$ cat src/rtl/multi_channel_tick_gen.sv
// Multi-channel programmable tick generator: NUM_CH independent dividers, each
// producing either a one-cycle strobe or a 50% square wave from clk_in.
module multi_channel_tick_gen #(
    parameter int NUM_CH       = 4,
    parameter int CNT_W        = 27,
    parameter int DEFAULT_DIV  = 500000,
    parameter int DEFAULT_MODE = 0,
    parameter int CH_W         = 2
) (
    input  logic              clk_in,
    input  logic              rst_n,
    input  logic [NUM_CH-1:0] en,
    input  logic              sync_clr,
    input  logic              cfg_we,
    input  logic [CH_W-1:0]   cfg_ch,
    input  logic [CNT_W-1:0]  cfg_div,
    input  logic              cfg_mode,
    output logic [NUM_CH-1:0] tick_out,
    output logic              cfg_err
);

    logic ch_invalid;
    logic cfg_err_reg;

    // When every cfg_ch encoding maps to a real channel, no write can be rejected.
    generate
        if ((2 ** CH_W) > NUM_CH) begin : g_range_chk
            assign ch_invalid = (cfg_ch >= CH_W'(NUM_CH));
        end else begin : g_full_range
            assign ch_invalid = 1'b0;
        end
    endgenerate

    always_ff @(posedge clk_in or negedge rst_n) begin
        if (!rst_n) begin
            cfg_err_reg <= 1'b0;
        end else begin
            cfg_err_reg <= cfg_we && ch_invalid;
        end
    end

    assign cfg_err = cfg_err_reg;

    genvar gi;
    generate
        for (gi = 0; gi < NUM_CH; gi++) begin : g_ch
            localparam logic [CH_W-1:0] CH_IDX = CH_W'(gi);

            logic [CNT_W-1:0] count_reg;
            logic [CNT_W-1:0] div_reg;
            logic             mode_reg;
            logic             tick_reg;
            logic             cfg_hit;
            logic             at_last;

            assign cfg_hit = cfg_we && (cfg_ch == CH_IDX);
            // Only meaningful when div_reg != 0; the idle branch below covers zero.
            assign at_last = (count_reg == (div_reg - CNT_W'(1)));

            always_ff @(posedge clk_in or negedge rst_n) begin
                if (!rst_n) begin
                    count_reg <= '0;
                    div_reg   <= CNT_W'(DEFAULT_DIV);
                    mode_reg  <= (DEFAULT_MODE != 0);
                    tick_reg  <= 1'b0;
                end else begin
                    // A write lands even when sync_clr overrides the restart.
                    if (cfg_hit) begin
                        div_reg  <= cfg_div;
                        mode_reg <= cfg_mode;
                    end

                    if (sync_clr || cfg_hit || (div_reg == '0)) begin
                        count_reg <= '0;
                        tick_reg  <= 1'b0;
                    end else if (!en[gi]) begin
                        if (!mode_reg) begin
                            tick_reg <= 1'b0;
                        end
                    end else if (at_last) begin
                        count_reg <= '0;
                        tick_reg  <= mode_reg ? ~tick_reg : 1'b1;
                    end else begin
                        count_reg <= count_reg + CNT_W'(1);
                        if (!mode_reg) begin
                            tick_reg <= 1'b0;
                        end
                    end
                end
            end

            assign tick_out[gi] = tick_reg;
        end
    endgenerate

endmodule

$ cat config.mk
export PLATFORM = sky130hd
export DESIGN_NAME = multi_channel_tick_gen
export DESIGN_NICKNAME = d
export VERILOG_FILES = /design/src/rtl/multi_channel_tick_gen.sv
export SDC_FILE = /design/constraint.sdc
export NUM_CORES = 1
export LEC_CHECK = 0
export CAP_MARGIN = 20
export CORE_AREA = 2 2 163 165
export DETAILED_ROUTE_END_ITERATION = 10
export DIE_AREA = 0 0 165 167
export MAX_ROUTING_LAYER = met4
export PLACE_DENSITY = 0.86
export SYNTH_ARGS = -nofsm -noshare
export SYNTH_HDL_FRONTEND = slang
export SYNTH_SLANG_ARGS = --single-unit
$ cat constraint.sdc
create_clock -name clk_in -period 3.4 [get_ports clk_in]
set_input_delay 0.68 -clock clk_in [delete_from_list [all_inputs] [get_ports clk_in]]
set_output_delay 0.68 -clock clk_in [all_outputs]
set_load 0.005 [all_outputs]
# After elaboration in Yosys (flattened, before gate mapping)
# Index checks and enable logic that the tools add are counted.
[word_totals] reg_bits=224 input_bits=38 out_inout_bits=5 word_cells=88
[op_classes] addsub=8 n_eq_ne=7 n_mux=32 bitwise=4 reduce_logical=21
[ops] op="$mux W27" n=12
[ops] op="$add A27 B1 Y27 const B" n=4
[ops] op="$eq A27 B27 Y1" n=4
[ops] op="$logic_not A27 Y1" n=4
[ops] op="$sub A27 B1 Y27 const B" n=4
[ops] op="$mux W1" n=20
[ops] op="$logic_or A1 B1 Y1" n=8
[ops] op="$reduce_bool A2 Y1" n=4
[ops] op="$eq A2 B2 Y1 const B" n=2
[ops] op="$logic_and A1 B1 Y1" n=4
[ops] op="$not A1 Y1" n=4
[ops] op="$eq A2 B1 Y1 const B" n=1
[ops] op="$logic_not A2 Y1" n=1

# Depth between registers and ports, before layout
# Gate-level depths: netlist (run 1).
[logic_depth] word_depth=5 ltp_mapped=14 ltp_nobuf=11

# Worst setup path before layout (run 1)
# OpenSTA, ideal clock, no wires.
[synth_path] path_kind="reg2reg" start="register g_ch[0].div_reg[15]" end="register g_ch[0].count_reg[2]" setup_ns=0.151 arrival_time_ns=3.371 required_time_ns=3.249 path_slack_ns=-0.122 stages_incl_launch_ff=12 synth_period_minus_slack_ns=3.522 cell_sequence="dfstp_2 clkbuf_1 or4_1 clkbuf_1 or3_1 or4_1 xnor2_1 nor4_1 nand4b_2 nand3_1 clkbuf_1 o311ai_0"
[synth_via] elab_chain_len=5
[synth_lines] element="from (decl)" line="50" source="logic [CNT_W-1:0] div_reg;"
[synth_lines] element="from (signal assigned)" line="63" source="div_reg <= CNT_W'(DEFAULT_DIV);"
[synth_lines] element="from (signal assigned)" line="69" source="div_reg <= cfg_div;"
[synth_lines] element="$sub A27 B1 Y27" line="58" source="assign at_last = (count_reg == (div_reg - CNT_W'(1)));"
[synth_lines] element="$eq A27 B27 Y1" line="58"
[synth_lines] element="$mux W27" line="80" source="end else if (at_last) begin"
[synth_lines] element="$mux W27" line="76" source="end else if (!en[gi]) begin"
[synth_lines] element="$mux W27" line="73" source="if (sync_clr || cfg_hit || (div_reg == '0)) begin"
[synth_lines] element="to (signal assigned)" line="84" source="count_reg <= count_reg + CNT_W'(1);"
[synth_lines] element="to (decl)" line="49" source="logic [CNT_W-1:0] count_reg;"
# Parallel ways exist; a longest one is shown, timed or not. The select of a mux whose other input is x is not followed.
# A chain may end at the register's enable or synchronous reset.

# Worst setup path after layout (run 1)
[layout_path] start="register g_ch[1].div_reg[1]" end="register g_ch[1].count_reg[2]"
[layout_via] elab_chain_len=5
[layout_lines] element="from (decl)" line="50"
[layout_lines] element="from (signal assigned)" line="63"
[layout_lines] element="from (signal assigned)" line="69"
[layout_lines] element="$sub A27 B1 Y27" line="58"
[layout_lines] element="$eq A27 B27 Y1" line="58"
[layout_lines] element="$mux W27" line="80"
[layout_lines] element="$mux W27" line="76"
[layout_lines] element="$mux W27" line="73"
[layout_lines] element="to (signal assigned)" line="84"
[layout_lines] element="to (decl)" line="49"
# Parallel ways exist; a longest one is shown, timed or not. The select of a mux whose other input is x is not followed.

==> results of run 1 <==
==> what timing repair did <==
item | in CTS | in global routing
gates cloned | 3 | 0
resized for setup | 15 | 40
pin swaps | 5 | 15
setup buffers | 6 | 6
endpoints found under the setup margin | 52 | 103
==> worst paths after layout <==
check,endpoint,slack (ns),cells past startpoint
worst min-delay path,g_ch[1].count_reg[11],0.13,1
worst max register to register,g_ch[1].count_reg[2],-0.02,10
worst min register to register,g_ch[1].div_reg[17],0.49,2
worst max-delay path,g_ch[1].count_reg[2],-0.02,10
max in group asynchronous,g_ch[0].div_reg[15],2.28,2
min in group clk_in,g_ch[1].div_reg[17],0.49,2
==> cell type report <==
cell class | instances | area, um^2 | area share
clock buffer | 37 | 741 | 0.0434
clock inverter | 8 | 97.6 | 0.00572
inverter | 47 | 176 | 0.0103
multi-input combinational | 1276 | 8590 | 0.503
sequential | 224 | 5640 | 0.331
tap | 335 | 419 | 0.0246
timing repair buffer | 158 | 1400 | 0.0819
==> cells by family after synthesis <==
kind of cell	Yosys count
AO/OA/AOI/OAI	269
XOR/XNOR	127
adder cells (fa/ha/maj)	8
buffers and inverters	146
flip-flops	224
multiplexers	98
other	1
AND/OR/NAND/NOR	771
==> routing by layer <==
layer | vias to the layer above | GRT usage | share of wire
li1 | 6221 | - | -
met1 | 6538 | 0.385 | 0.42
met2 | 548 | 0.463 | 0.47
met3 | 92 | 0.0553 | 0.078
met4 | 0 | 0.0839 | 0.025
met5 | - | - | 0
==> stage by stage <==
stage,area (um^2),hold WS [ns]
5_1_grt,17100,0.270
3_5_place_dp,15900,0.481
2_1_floorplan,14600,0.384
3_3_place_gp,15900,0.467
6_report,17100,0.132
4_1_cts,16900,0.234
==> critical path, stage by stage, from the launching register on <==
cell       delay (ns)
dfrtp_1          0.39
or4_4            0.55
or4_4            0.45
or4_4            0.49
a221oi_2         0.27
nand4_1          0.16
a2111oi_4        0.27
o2111ai_4        0.22
buf_12           0.23
a31oi_1          0.18
mux2i_1          0.09
==> power breakdown <==
| group | total [W] | switching [W] | internal (W) |
|---|---|---|---|
| sequential | 0.00330 | 0.000331 | 0.00296 |
| clock | 0.00278 | 0.00113 | 0.00166 |
| combinational | 0.00180 | 0.000951 | 0.000848 |
==> cells in the mapped netlist, types with 5 or more instances <==
library cell,count,area share
o41ai_1,5,0.0030
a32oi_1,5,0.0030
a31oi_1,25,0.011
buf_4,7,0.0036
or4_1,21,0.011
and4_1,6,0.0036
ha_1,8,0.0069
o311ai_0,19,0.011
or2_2,19,0.0082
nand3b_1,15,0.0077
nor2_1,96,0.025
dfstp_2,28,0.051
clkbuf_1,75,0.019
nor3b_1,9,0.0046
mux2_2,78,0.060
a21o_1,10,0.0052
nand3_1,98,0.034
a211oi_1,5,0.0026
nand4b_1,10,0.0060
a22oi_1,13,0.0067
inv_1,46,0.012
or3_1,26,0.011
a221o_1,14,0.0096
xor2_1,41,0.025
nor3_1,58,0.020
dfrtp_1,196,0.34
o31ai_1,16,0.0083
buf_2,9,0.0031
a22o_1,8,0.0048
nor2b_1,9,0.0039
o21ai_0,50,0.017
o211ai_1,6,0.0031
mux2i_1,20,0.014
and3_1,42,0.018
o21a_1,6,0.0031
a21oi_1,27,0.0093
nor4b_1,6,0.0036
o311ai_1,7,0.0042
nor4_1,35,0.015
o22ai_1,8,0.0034
nand4_1,51,0.022
nand2_1,235,0.061
nand2b_1,6,0.0026
xnor2_1,86,0.052
and3b_1,5,0.0030
==> cells in the final DEF (no fill, tap or decap), types with 8 or more instances in the layout <==
cell type	count
a31oi_1	25
inv_1	46
a22o_1	8
nor2_1	95
nor2b_1	8
o311ai_1	12
mux2_2	78
o31ai_1	16
nand4b_1	10
nor4_2	10
nand4_1	51
dfrtp_1	194
or3_1	24
clkdlybuf4s50_1	40
dfstp_2	28
clkbuf_16	25
buf_4	109
o311ai_0	13
nand3_1	97
o21ai_0	50
xnor2_1	86
nor4_1	25
a21oi_1	25
nand3b_1	15
o22ai_1	8
and3_1	42
a22oi_1	13
nor3_1	57
xor2_1	41
nand2_1	235
a21o_1	10
mux2i_1	20
or2_2	19
or4_1	17
a221o_1	14
==> metrics.txt, run 1 <==
portion of netlist area occupied by mux cells 0.0741; vias 13400; adder and majority cell fraction of the synthesized area 0.00688; H-tree Lvls 1; final critical-path share of the clock period 1.01; Gate Count Post-Synth 1644; Core ar. 0.0258 mm^2; clock slew at the register clock pins of the worst setup and hold paths 0.06 ns; number of buffers on the longest clock path 3; Post-layout nets 1778; critical path capture point type flip-flop; area fraction in compound gates after synthesis 0.135; Max FO, Critical Path 34; Main synth FF type dfrtp_1; Vias/cell 6.43; Pins Over Slew Limit 0; number of DRC markers after the initial detailed-route iteration approximately 1400; Post-synth ARST share 1.00; CTS tree built; Setup TNS Final -0.0243 ns; gp weighted congestion 0.971; die boundary width 165 um; area of the die 0.0276 mm^2; Post-Synth Simple-Gate Area 0.277; detailed-route wire length 39.6 mm; total of hold buffers inserted after clock tree synthesis 0; Antenna diodes 0; Hold Fails Final Rpt 0; clk sink count between 200 and 250; total number of placement rows 59; failing checks negative setup slack; number of standard cells in the final layout excluding fillers 2085; area added between synthesis and finish 17.3%; Tightest Pin Transition ~0.87 ns; Peak Freq about 0.29 GHz; startpoint-to-endpoint class of the critical path flip-flop to flip-flop; Post-Place Cells 2026; worst supply voltage drop on vdd around 0.38 mV; ratio of cells with drive above 1 in the final layout 0.198; total track usage 0.293; type of origin of the critical path flip-flop; fill count roughly 1900; # port buffers 41; RSZ-0062 raised after global routing true; detailed placement HPWL 27.5 mm; total power consumption of the routed design 0.00788 W; number of CTS-inserted buffers 25; master cell of the clock root buffer clkbuf_16; die height between 150 and 200 um; final core utilization 0.662; first-pass GRT wire length 64.1 mm; number of antenna violations at the first check in global routing 0; reg-to-reg critical path startpoint g_ch[1].div_reg[1]; leakage power total 6.85 nW; setup slack at placement -0.240 ns; number of enable flip-flop cells after synthesis 0; number of distinct library cells after synthesis between 80 and 90; Seq cells post-synth 224; average cell area after synthesis 8.85 um^2; maximum number of pins on one net before global-route repair 101; average wire per cell in the routed design 19.0 um; max_cap viols 0; Congestion Overflow GR 0; Final Critical Period between 3 and 4 ns; Finish-stage setup viols 2; post-route antenna net violation count 0; dominant combinational cell family by area after synthesis simple AND/OR/NAND/NOR gates; sequential element share of the synthesized area 0.388; final routed DRC violation total 0; starting utilization of the core area 0.565; crit path DAT 3.84 ns; Syn Std Cell Area 0.0145 mm^2; power density relative to cell area 462 mW/mm^2; warnings from Yosys 0; clock skew 0.0264 ns; Tightest Hold Check Type input port to async pin; total iterations of the first detailed-routing run 8; Post-Synth XOR/XNOR Area 0.0765; result of the run finished, violations left; post-synth net total ~1700; count of pins on the block boundary 43; clock latency on the worst-skew pair 0.54 ns; headroom to the max-slew limit 0.422; Critical Path Source g_ch[1].div_reg[1]; post-route setup slack -0.0176 ns; critical path required time 3.82 ns; via count of the first global-routing pass 12900
Note: power is estimated with default switching activity, not from simulation.
==> run 2, diff against run 1 <==
- CORE_AREA: 2 2 163 165 -> 2 2 124 217
- DIE_AREA: 0 0 165 167 -> 0 0 126 219
==> metrics.txt, run 2 (same netlist as run 1, synthesis figures left out) <==
result of the run finished, violations left (unchanged); failing checks negative setup slack (unchanged); number of antenna violations at the first check in global routing 0 (unchanged); total number of placement rows 78 (was 59); number of standard cells in the final layout excluding fillers 2076 (was 2085); post-route antenna net violation count 0 (unchanged); critical path required time 3.82 ns (about the same); final instance area 0.0172 mm^2 (was 0.0171 mm^2); wire length on met2 21.1 mm (was 18.8 mm); count of pins on the block boundary 43 (unchanged); area added between synthesis and finish 17.9% (was 17.3%); Tightest Hold Check Type input port to async pin (unchanged); leakage power total 6.90 nW (was 6.85 nW); Tightest Pin Transition 1.05 ns (was 0.867 ns); max_cap viols 0 (unchanged); die boundary width 126 um (was 165 um); critical path capture point type flip-flop (unchanged); via count of the first global-routing pass 13500 (was 12900); number of CTS-inserted buffers 22 (was 25); Final Critical Period 3.44 ns (was 3.42 ns); length of routed wiring on met1 15.1 mm (was 16.7 mm); Worst R2R Setup Slack -0.04 ns (was -0.02 ns); Post-Place Cells 2014 (was 2026); ratio of cells with drive above 1 in the final layout 0.209 (was 0.198); # port buffers 41 (unchanged); clk sink count 224 (unchanged); total track usage 0.305 (was 0.293); Buf+Inv Stages, Crit Path 2 (was 1); total of hold buffers inserted after clock tree synthesis 0 (unchanged); clock latency on the worst-skew pair 0.54 ns (about the same); Core ar. 0.0258 mm^2 (about the same); average wire per cell in the routed design 20.6 um (was 19.0 um); CTS tree built (unchanged); clock slew at the register clock pins of the worst setup and hold paths 0.07 ns (was 0.06 ns); most used cells in the layout excluding fill and tap cells 235 x nand2_1, 191 x dfrtp_1, 120 x buf_4, 97 x nand3_1, 93 x nor2_1 (was 235 x nand2_1, 194 x dfrtp_1, 109 x buf_4, 97 x nand3_1, 95 x nor2_1); number of DRC markers after the initial detailed-route iteration 1449 (was 1427); maximum number of pins on one net before global-route repair 95 (was 101); tightest hold margin 0.103 ns (was 0.132 ns); Max stage delay cell, worst path or4_4 (unchanged); final critical-path share of the clock period 1.01 (about the same); H-tree Lvls 1 (unchanged); power density relative to cell area 468 mW/mm^2 (was 462 mW/mm^2); area of the die 0.0276 mm^2 (about the same); total iterations of the first detailed-routing run 7 (was 8); Congestion Overflow GR 0 (unchanged); Finish-stage setup viols 7 (was 2); Post-layout nets 1786 (was 1778); detailed placement HPWL 29.0 mm (was 27.5 mm); master cell of the clock root buffer clkbuf_16 (unchanged); Pins Over Slew Limit 0 (unchanged); top metal layer carrying routed signals met4 (unchanged); post-route setup slack -0.0390 ns (was -0.0176 ns); Vias/cell 6.70 (was 6.43); starting utilization of the core area 0.565 (about the same); startpoint-to-endpoint class of the critical path flip-flop to flip-flop (unchanged); most frequent standard cell in the layout excluding fill and tap cells nand2_1 (unchanged); Antenna diodes 0 (unchanged); vias 13900 (was 13400); routed length on met3 2.46 mm (was 3.09 mm); area of placed instances 0.0159 mm^2 (about the same); clock skew 0.0140 ns (was 0.0264 ns); total power consumption of the routed design 0.00803 W (was 0.00788 W); Hold Fails Final Rpt 0 (unchanged); first-pass GRT wire length 67.2 mm (was 64.1 mm); detailed-route wire length 42.7 mm (was 39.6 mm); Cell Chain, Critical Path or4_4 -> or4_4 -> and3_1 -> o31a_1 -> o32ai_2 -> nor4_4 -> buf_4 -> or2_4 -> buf_4 -> o311ai_0 (was or4_4 -> or4_4 -> or4_4 -> a221oi_2 -> nand4_1 -> a2111oi_4 -> o2111ai_4 -> buf_12 -> a31oi_1 -> mux2i_1); crit path DAT 3.86 ns (was 3.84 ns); gp weighted congestion 0.970 (was 0.971); RSZ-0062 raised after global routing true (unchanged); Max FO, Critical Path 8 (was 34); type of origin of the critical path flip-flop (unchanged); kind of cell adding the most delay to the critical path simple AND/OR/NAND/NOR gates (unchanged); headroom to the max-slew limit 0.291 (was 0.422); number of buffers on the longest clock path 3 (unchanged); stage delay of the slowest cell on the critical path 0.62 ns (was 0.55 ns); Peak Freq 0.291 GHz (was 0.293 GHz); die height 219 um (was 167 um); worst supply voltage drop on vdd 0.328 mV (was 0.376 mV); final routed DRC violation total 0 (unchanged)
-- run 2: changes by cell type in the layout (fill, tap and decap cells not counted), moves of 3 or more --
| cell | previous run | this run |
|---|---|---|
| clkbuf_1 | 5 | 1 |
| dfrtp_2 | 2 | 5 |
| bufinv_16 | 2 | 5 |
| dfrtp_1 | 194 | 191 |
| buf_4 | 109 | 120 |
| clkbuf_8 | 7 | 3 |
| o311ai_1 | 12 | 9 |
-- run 2: power by group --
part | switching (W) | total, W | internal (W)
logic | 0.000992 | 0.00186 | 0.000864
registers | 0.000358 | 0.00332 | 0.00296
clock network | 0.00116 | 0.00285 | 0.00169
total | 0.00251 | 0.00803 | 0.00552
-- run 2: per-layer routing --
| layer | vias to the layer above | GRT usage |
|---|---|---|
| met5 | - | - |
| met4 | 0 | 0.220 |
| met3 | 256 | 0.0332 |
| met2 | 662 | 0.521 |
| met1 | 6745 | 0.327 |
| li1 | 6245 | - |
-- run 2: path summary, 6_finish.rpt --
check / from / end / depth (start not counted)
hold reg to reg: g_ch[1].div_reg[17] / g_ch[1].div_reg[17] / 2
setup reg to reg: g_ch[3].div_reg[6] / g_ch[3].count_reg[24] / 10
setup / recovery: g_ch[3].div_reg[6] / g_ch[3].count_reg[24] / 10
hold / removal: rst_n / g_ch[0].count_reg[21] / 1
max in group asynchronous: rst_n / g_ch[1].count_reg[2] / 2
min in group clk_in: g_ch[1].div_reg[17] / g_ch[1].div_reg[17] / 2
-- run 2: repair_timing --
item / 4_1_cts / 5_1_grt
pin swaps: 2 / 19
gates cloned: 1 / 2
setup buffers: 6 / 13
setup endpoints to repair: 37 / 96
hold endpoints to repair: 0 / 0
resized for setup: 13 / 49
-- run 2: area by class of cell --
class / count / area [um^2]
well taps: 320 / 400
inverters: 47 / 176
clock buffers: 27 / 621
clock inverters: 13 / 213
repair buffers: 170 / 1500
flip-flops and latches: 224 / 5650
multi-input cells: 1275 / 8600
fillers: 1868 / 8610
-- run 2: metrics by stage --
step	utilization	TNS (ns)	setup slack, ns
finish	0.666	-0.0924	-0.0390
floorplan	-	0	0.000641
global route	0.666	-3.96	-0.130
detailed placement	0.615	-2.55	-0.178
CTS	0.652	0	0.00677
global placement	0.615	-0.606	-0.0566
==> run 3, diff against run 2 <==
- CTS_CLUSTER_DIAMETER: unset -> 150
==> results of run 3 <==
Same layout as run 2: the final DEF is identical, and so are final timing and power.
